--- config.mk ---
export PLATFORM = sky130hd
export DESIGN_NAME = as_wb_arbiter
export DESIGN_NICKNAME = d
export VERILOG_FILES = /design/src/rtl/as_wb_arbiter.sv
export SDC_FILE = /design/constraint.sdc
export NUM_CORES = 1
export LEC_CHECK = 0
export CAP_MARGIN = 20
export CORE_AREA = 4 4 114 116
export DETAILED_ROUTE_END_ITERATION = 16
export DIE_AREA = 0 0 118 120
export DONT_BUFFER_PORTS = 1
export GPL_TIMING_DRIVEN = 0
export HOLD_SLACK_MARGIN = 0.05
export RECOVER_POWER = 50
export SYNTH_ARGS = -nofsm -noshare
export SYNTH_HDL_FRONTEND = slang
export SYNTH_SLANG_ARGS = --single-unit
--- constraint.sdc ---
create_clock -name clk_i -period 2.5 [get_ports clk_i]
set_input_delay 0.125 -clock clk_i [delete_from_list [all_inputs] [get_ports clk_i]]
set_output_delay 0.125 -clock clk_i [all_outputs]
set_load 0.01 [all_outputs]
--- src/rtl/as_wb_arbiter.sv ---
`default_nettype none
// ============================================================================
// Module   : as_wb_arbiter
// Purpose  : Shares the single write port of the integer register file
//            between several writeback sources (ALU, load unit, mul/div).
//            Same-cycle requests are arbitrated combinationally over a
//            valid/ready handshake, and the winner is registered onto the
//            register file write port. The registered write doubles as a
//            one-cycle forwarding view. A saturating counter tracks cycles
//            with two or more requests.
// Ports    : clk_i        core clock, rising edge
//            rst_i        asynchronous active-high reset
//            req_valid_i  per-requester valid
//            req_ready_o  per-requester grant, one-hot or zero
//            req_addr_i   flattened destination registers, RWADDR_WIDTH each
//            req_data_i   flattened write data, REG_WIDTH each
//            we_o         register file write enable (0 for x0 writes)
//            waddr_o      register file write address
//            wdata_o      register file write data
//            fwd_valid_o  in-flight write visible to bypass logic (= we_o)
//            cnt_clr_i    synchronous clear of the contention counter
//            cont_cnt_o   saturating count of contention cycles
// Revision : 1.0 - initial release
// ============================================================================
module as_wb_arbiter #(
    parameter int NR_REQ       = 3,
    parameter int RR_EN        = 1,
    parameter int CNT_WIDTH    = 16,
    parameter int REG_WIDTH    = 64,
    parameter int RWADDR_WIDTH = 5
) (
    input  logic                           clk_i,
    input  logic                           rst_i,
    input  logic [NR_REQ-1:0]              req_valid_i,
    output logic [NR_REQ-1:0]              req_ready_o,
    input  logic [NR_REQ*RWADDR_WIDTH-1:0] req_addr_i,
    input  logic [NR_REQ*REG_WIDTH-1:0]    req_data_i,
    output logic                           we_o,
    output logic [RWADDR_WIDTH-1:0]        waddr_o,
    output logic [REG_WIDTH-1:0]           wdata_o,
    output logic                           fwd_valid_o,
    input  logic                           cnt_clr_i,
    output logic [CNT_WIDTH-1:0]           cont_cnt_o
);

    localparam int                    c_PTR_W   = $clog2(NR_REQ);
    localparam logic [c_PTR_W-1:0]    c_PTR_ONE = c_PTR_W'(1);
    localparam logic [c_PTR_W-1:0]    c_PTR_MAX = c_PTR_W'(NR_REQ - 1);
    localparam logic [NR_REQ-1:0]     c_REQ_ONE = NR_REQ'(1);
    localparam logic [CNT_WIDTH-1:0]  c_CNT_ONE = CNT_WIDTH'(1);

    logic [c_PTR_W-1:0]      r_ptr;
    logic                    r_we;
    logic [RWADDR_WIDTH-1:0] r_waddr;
    logic [REG_WIDTH-1:0]    r_wdata;
    logic [CNT_WIDTH-1:0]    r_cnt;

    logic [c_PTR_W-1:0]      w_ptr_nxt;
    logic                    w_we_nxt;
    logic [RWADDR_WIDTH-1:0] w_waddr_nxt;
    logic [REG_WIDTH-1:0]    w_wdata_nxt;
    logic [CNT_WIDTH-1:0]    w_cnt_nxt;

    logic                    w_found;
    logic [c_PTR_W-1:0]      w_gidx;
    logic                    w_xfer;
    logic [NR_REQ-1:0]       w_grant;
    logic                    w_multi;
    logic [RWADDR_WIDTH-1:0] w_sel_addr;
    logic [REG_WIDTH-1:0]    w_sel_data;

    // Walk the requesters in priority order; the first valid one wins.
    // In round-robin mode the order starts at r_ptr and wraps, otherwise
    // index 0 is always searched first.
    always_comb begin : p_arb
        int order_idx;
        order_idx = 0;
        w_found   = 1'b0;
        w_gidx    = '0;
        for (int k = 0; k < NR_REQ; k++) begin
            if (RR_EN != 0) begin
                order_idx = (int'(r_ptr) + k) % NR_REQ;
            end else begin
                order_idx = k;
            end
            for (int i = 0; i < NR_REQ; i++) begin
                if (!w_found && (order_idx == i) && req_valid_i[i]) begin
                    w_found = 1'b1;
                    w_gidx  = c_PTR_W'(i);
                end
            end
        end
    end

    // While reset is asserted nothing is granted, so requesters keep their
    // requests and re-present them afterwards.
    assign w_xfer = w_found & ~rst_i;

    always_comb begin : p_grant
        w_grant    = '0;
        w_sel_addr = '0;
        w_sel_data = '0;
        for (int i = 0; i < NR_REQ; i++) begin
            if (w_xfer && (w_gidx == c_PTR_W'(i))) begin
                w_grant[i] = 1'b1;
                w_sel_addr = req_addr_i[i*RWADDR_WIDTH +: RWADDR_WIDTH];
                w_sel_data = req_data_i[i*REG_WIDTH +: REG_WIDTH];
            end
        end
    end

    assign req_ready_o = w_grant;

    // Two or more valids: clearing the lowest set bit leaves something set.
    assign w_multi = |(req_valid_i & (req_valid_i - c_REQ_ONE));

    always_comb begin : p_next
        w_ptr_nxt   = r_ptr;
        w_we_nxt    = 1'b0;
        w_waddr_nxt = r_waddr;
        w_wdata_nxt = r_wdata;
        w_cnt_nxt   = r_cnt;

        if (w_xfer) begin
            // x0 writes are accepted and latched but never enable the port.
            w_we_nxt    = (w_sel_addr != '0);
            w_waddr_nxt = w_sel_addr;
            w_wdata_nxt = w_sel_data;
            if (RR_EN != 0) begin
                w_ptr_nxt = (w_gidx == c_PTR_MAX) ? '0 : (w_gidx + c_PTR_ONE);
            end
        end

        if (cnt_clr_i) begin
            w_cnt_nxt = '0;
        end else if (w_multi && !(&r_cnt)) begin
            w_cnt_nxt = r_cnt + c_CNT_ONE;
        end
    end

    always_ff @(posedge clk_i or posedge rst_i) begin
        if (rst_i) begin
            r_ptr   <= '0;
            r_we    <= 1'b0;
            r_waddr <= '0;
            r_wdata <= '0;
            r_cnt   <= '0;
        end else begin
            r_ptr   <= w_ptr_nxt;
            r_we    <= w_we_nxt;
            r_waddr <= w_waddr_nxt;
            r_wdata <= w_wdata_nxt;
            r_cnt   <= w_cnt_nxt;
        end
    end

    assign we_o        = r_we;
    assign fwd_valid_o = r_we;
    assign waddr_o     = r_waddr;
    assign wdata_o     = r_wdata;
    assign cont_cnt_o  = r_cnt;

endmodule
`default_nettype wire

==> reports/summary.md, run 1 <==
In the synthesized netlist the dominant register cell turns out to be dfrtp_1. After clock tree synthesis, the repair step resized 19 gates. In this run, CTS created clock tree buffers numbering 9.

The synthesized netlist devotes 1.07% of its cell area to adder and majority cells. The clock net in this run drives a total of 88 sinks. The share of synthesized flip-flops with an asynchronous set or reset is 100%, and the share of cell area taken by muxes after synthesis is 0.225%. The tools report the number of cells in the design after placement as 608. It got as far as 4_1_cts and failed there.

Yosys printed 0 warnings. The buffers inserted during post-CTS setup optimization was 1. For the post-synth net total, the log shows 676. After synthesis, the netlist uses 41 different library cells. In this run, synthesis produced a sequential element count of 88. After technology mapping, the gate count stands at 460. For this configuration, the core starts out at a cell density of 37.4%.

The number of buffer cells added on primary ports is 0. The die is 118 um wide. The run gives 2 as the clock tree buffer depth.

Level count of the clock H-tree: 3. The cell at the root of the clock tree was clkbuf_16. 303 I/O pins were placed. The run stopped with a tool error. The congestion estimate from routability-driven global placement came to 0.893.

A synthesized cell averages 9.69 um^2. The die outline height was 120 um; the register area share after synthesis was 49.4%. After Yosys synthesis, XOR and XNOR cells account for 2.55% of the synthesized area. The simple-gate portion of the synthesized area is 14.6%. The cts-stage hold buffer count was 126.

The tool reported: "[ERROR RSZ-0060] Max buffer count reached". Compound-gate portion of the synthesized area: 27.4%. After synthesis, the largest family of logic cells by area is compound AO/OA/AOI/OAI gates. The netlist area before placement is 0.00446 mm^2. The number of rows in the core area came out at 40. The half-perimeter wire length after placement came out at 12.2 mm.

The number of flops mapped to enable cells by yosys is 0.
logic make-up after synthesis:
kind of cell    after synthesis
fa+ha+maj                     4
compound gates              162
buf+inv                      47
flops                        88
mux                           1
xor+xnor                     13
simple gates                145
metrics by stage:
step                      cell area [um^2]  TNS, ps  setup WS, ps  hold slack, ps  util (%)
after detailed placement              4670    -3700          -240            89.5      39.2
after floorplan                       4460        0          96.4             313         -
after global placement                4640   -77940          -881             316      39.0
cell usage after synthesis (all sizes together), types with 2 or more instances:
library cell | count | share of area, %
xnor2 | 6 | 1.2
o211ai | 6 | 1.0
nor2 | 18 | 1.5
nand2b | 4 | 0.56
a211oi | 3 | 0.62
and2 | 4 | 0.56
o311ai | 2 | 0.39
nand3 | 5 | 0.56
inv | 5 | 0.42
and3 | 10 | 1.4
a21o | 2 | 0.34
nand4 | 5 | 0.70
a222oi | 64 | 14
o21ai | 72 | 8.1
ha | 3 | 0.84
o221ai | 2 | 0.39
xor2 | 7 | 1.4
clkbuf | 24 | 2.0
nor4b | 2 | 0.39
buf | 18 | 2.3
and4 | 3 | 0.59
dfrtp | 88 | 49
o31ai | 2 | 0.65
nand2 | 83 | 7.0
or3 | 2 | 0.28
nor3 | 8 | 0.90
a21oi | 3 | 0.34
==> inputs of run 2 (changes only) <==
CORE_AREA = unset   (was 4 4 114 116)
CORE_MARGIN = 4   (was unset)
CORE_UTILIZATION = 25   (was unset)
DIE_AREA = unset   (was 0 0 118 120)
HOLD_SLACK_MARGIN = unset   (was 0.05)
PLACE_DENSITY_LB_ADDON = 0.15   (was unset)
clock period = 3.25 ns   (was 2.5 ns; I/O delays follow)
==> reports/summary.md, run 2 <==
Counting flops with an async set or reset pin after synthesis yields a share of 100%. Leaving out fill and tap cells, the most frequent cell in the layout is dfrtp_1. In this run the worst path has a maximum fanout of 10.

Counting every instance in the synthesized netlist gives 460. In this run the cell area of the synthesized design comes to 0.00446 mm^2. The post-route minimum period is 2790 ps, and the via count normalized by instance count is 5.71.

The level count of the clock H-tree was 3. The flow ran to the end, but the final reports show violations. Clock-pin slew was measured on the worst setup and hold paths at 70 ps. At the end of routability-driven placement, the weighted congestion stood at 0.826. In the post-synthesis netlist, the cell with the most instances is dfrtp_1. For this block, the initial DRC count from the detailed router was 420. The tools report the worst path required time as 3090 ps. The number of antenna violations at the first check in global routing is 0. In this run the tool buffered the top-level ports with 0 buffer cells.

In the post-synthesis netlist, the biggest area contributors are dfrtp_1 49%, a222oi_1 14%, o21ai_1 7.2%, nand2_1 7.0%, clkbuf_1 2.0%. The die is 142 um wide. Half-perimeter wire length after placement: 13.2 mm. The kind of critical path was reg2out.

After routing the design area is 0.00523 mm^2. A synthesized cell averages 9.69 um^2. The run gives 7 as the first-pass iteration count of the detailed router.

The number of warnings printed during yosys synthesis was 0. Global routing used 16.5% of the available tracks. The kind of path behind the tightest hold check is in2reg. Along the worst hold path, the cell count comes to 2. Relative area change from synthesis to final layout: 17.2%. After layout, the worst setup slack is 458 ps. The critical path goes through inv_1 -> ha_1 -> o21ba_1 -> o2111a_1 -> buf_2 -> clkbuf_1 -> nor3_1. The number of cells in the design after placement is 686. Static timing analysis puts the maximum clock frequency at 358 MHz. The register area share after synthesis was 49.4%; the via count of the routed design was 4089. After the flow finishes, the layout carries non-filler instances totaling 716. Counting every sink on the clock net gives 88. The first global-routing pass estimated 25.5 mm of wire. Entering global routing, the biggest net connects 47 pins. The tools report the die outline area as 0.0200 mm^2.

In the final timing run, aggregate negative setup slack is 0 ps. In the final routed layout, each cell accounts on average for 24.2 um. Synthesis produced a netlist with a net count of 676. Registers take 0.00220 mm^2. Total of max-cap violations: 1.

The run gives 9 as the total CTS buffers. The top cell type's share of synthesized area works out to 49.4%. During I/O placement, the number of pins put on the boundary was 303. The layout cell share with drive strength beyond 1 works out to 6.92%. The measured slew at the worst slew-check pin is 2100 ps.

After synthesis, the most frequently instantiated cells are 88 x dfrtp_1, 83 x nand2_1, 64 x a222oi_1, 64 x o21ai_1, 24 x clkbuf_1. Synthesis inferred 88 register bits. The buffers inserted during post-CTS setup optimization is 0. For the final database, setup skew stands at 8.44 ps. Setup repair after global routing left no endpoint under its margin. In this run the remaining antenna-violating nets after routing total 0. Max-slew violation count: 43.

In this run the deepest clock path goes through 2 buffers. Once placement finished, the instance area stood at 0.00477 mm^2. In the final layout, the multi-input gates occupy 0.00204 mm^2.

Timing analysis after detailed placement gives a worst setup slack of 440 ps. Biggest cell delay along the critical path: 610 ps. Final count of hold timing violations: 0. Critical path launch point type: a register.

The cell type with the highest aggregate area in the netlist is dfrtp_1. The tightest hold path in the finished design has a slack of 14.1 ps. The depth of the worst register-to-register path works out to 9. Static leakage: 2.11 nW. Most common flop cell mapped by yosys: dfrtp_1. Setup violations remaining at the end of the flow were counted as 0. Row generation in the floorplan step produced 48 rows.

The logs give 2630 ps for the arrival time of data at the critical path endpoint and 0 for the number of antenna cells inserted. The tools report the number of fill cells in the layout as 1861. Number of flops mapped to enable cells by yosys: 0. For this design the ratio of total power to cell area is 966 mW/mm^2.

Once the floorplan was initialized, standard cells occupied 25.7% of the core. Global routing finished with a remaining overflow of 0. The tools report the final routed DRC violation total as 0.

Post-route clock period utilization: 85.9%. Wires add up to 17.4 mm. The peak supply drop came out at 0.336 mV. At the end of the flow the core is filled with cells to 30.1%. The cell with the biggest individual delay on the critical path was nor3_1.

Headroom to the max-slew limit came out at -41.0%. The tools report the number of global-route vias before repair as 4240. Leaving out fill and tap cells, the most frequent cells in the layout are 88 x dfrtp_1, 83 x nand2_1, 64 x a222oi_1, 64 x o21ai_1, 26 x clkbuf_1. The die outline height was 142 um; the placeable core region was 0.0174 mm^2. The clock reaches the later pin of the worst-skew pair after 350 ps.

The run gives 5.05 mW as the total power after layout. TritonCTS built the clock tree. The checks that failed: max-capacitance violations, max-slew violations. The worst setup path is captured at a primary output.

Cell at the root of the clock tree: clkbuf_16. The number of flip-flops in the largest register was 64; the number of different library cells in the post-synthesis netlist was 41. Final net count: 702.
-- run 2: cell counts after synthesis --
No cell type changed its count.
-- run 2: kinds of logic (layout without fill, tap and decap cells) --
group | after synthesis | count (layout) | share of synthesized area [%]
AOI/OAI and AO/OA | 162 | 162 | 27.4
xor gates and xnor gates | 13 | 13 | 2.55
adders and majority gates | 4 | 4 | 1.07
buffers and inverters | 47 | 78 | 4.74
DFF | 88 | 88 | 49.4
muxes | 1 | 1 | 0.225
and+or+nand+nor | 145 | 145 | 14.6
-- run 2: repair_timing --
action                                 CTS  global route
resized for setup                        0             0
hold buffers                            14             0
endpoints found under the hold margin   55             0
-- run 2: critical path: cells and delay by family, from the launching register on --
| kind | cells | cell delay [ps] |
|---|---|---|
| simple gates | 1 | 610 |
| buf+inv | 3 | 530 |
| fa+ha+maj | 1 | 340 |
| flops | 1 | 370 |
| compound gates | 2 | 430 |
-- run 2: path summary, 6_finish.rpt --
check                               from        endpoint  slack, ps
hold reg to reg                 r_ptr[0]        r_ptr[0]        520
setup / recovery                r_ptr[0]  req_ready_o[1]        460
max in group asynchronous          rst_i     wdata_o[27]       1430
hold / removal             req_data_i[0]      wdata_o[0]         10
setup reg to reg                r_ptr[0]     wdata_o[58]        480
min in group asynchronous          rst_i        r_ptr[0]        830
-- run 2: cell type report --
cell class,count,area share [%]
Buffer,42,3.62
Tap cell,225,5.39
Clock inverter,6,1.77
Timing Repair Buffer,15,3.21
Inverter,5,0.383
Clock buffer,10,4.38
Multi-Input combinational cell,325,39.1
Sequential cell,88,42.1
-- run 2: layer usage --
metal / vias to the layer above / global-route usage [%] / share of wire (%)
met4: 0 / 6.16 / 1.9
met1: 2021 / 21.1 / 40
met2: 221 / 26.9 / 49
met5: - / 0 / 0
met3: 16 / 4.45 / 8.8
li1: 1831 / - / -
-- run 2: power breakdown --
group	internal (mW)	switching, mW	total (mW)
registers	1.45	0.441	1.90
logic	0.713	1.29	2.00
clock network	0.679	0.472	1.15
total	2.85	2.20	5.05
No activity file was read; power rests on OpenSTA's default activity.
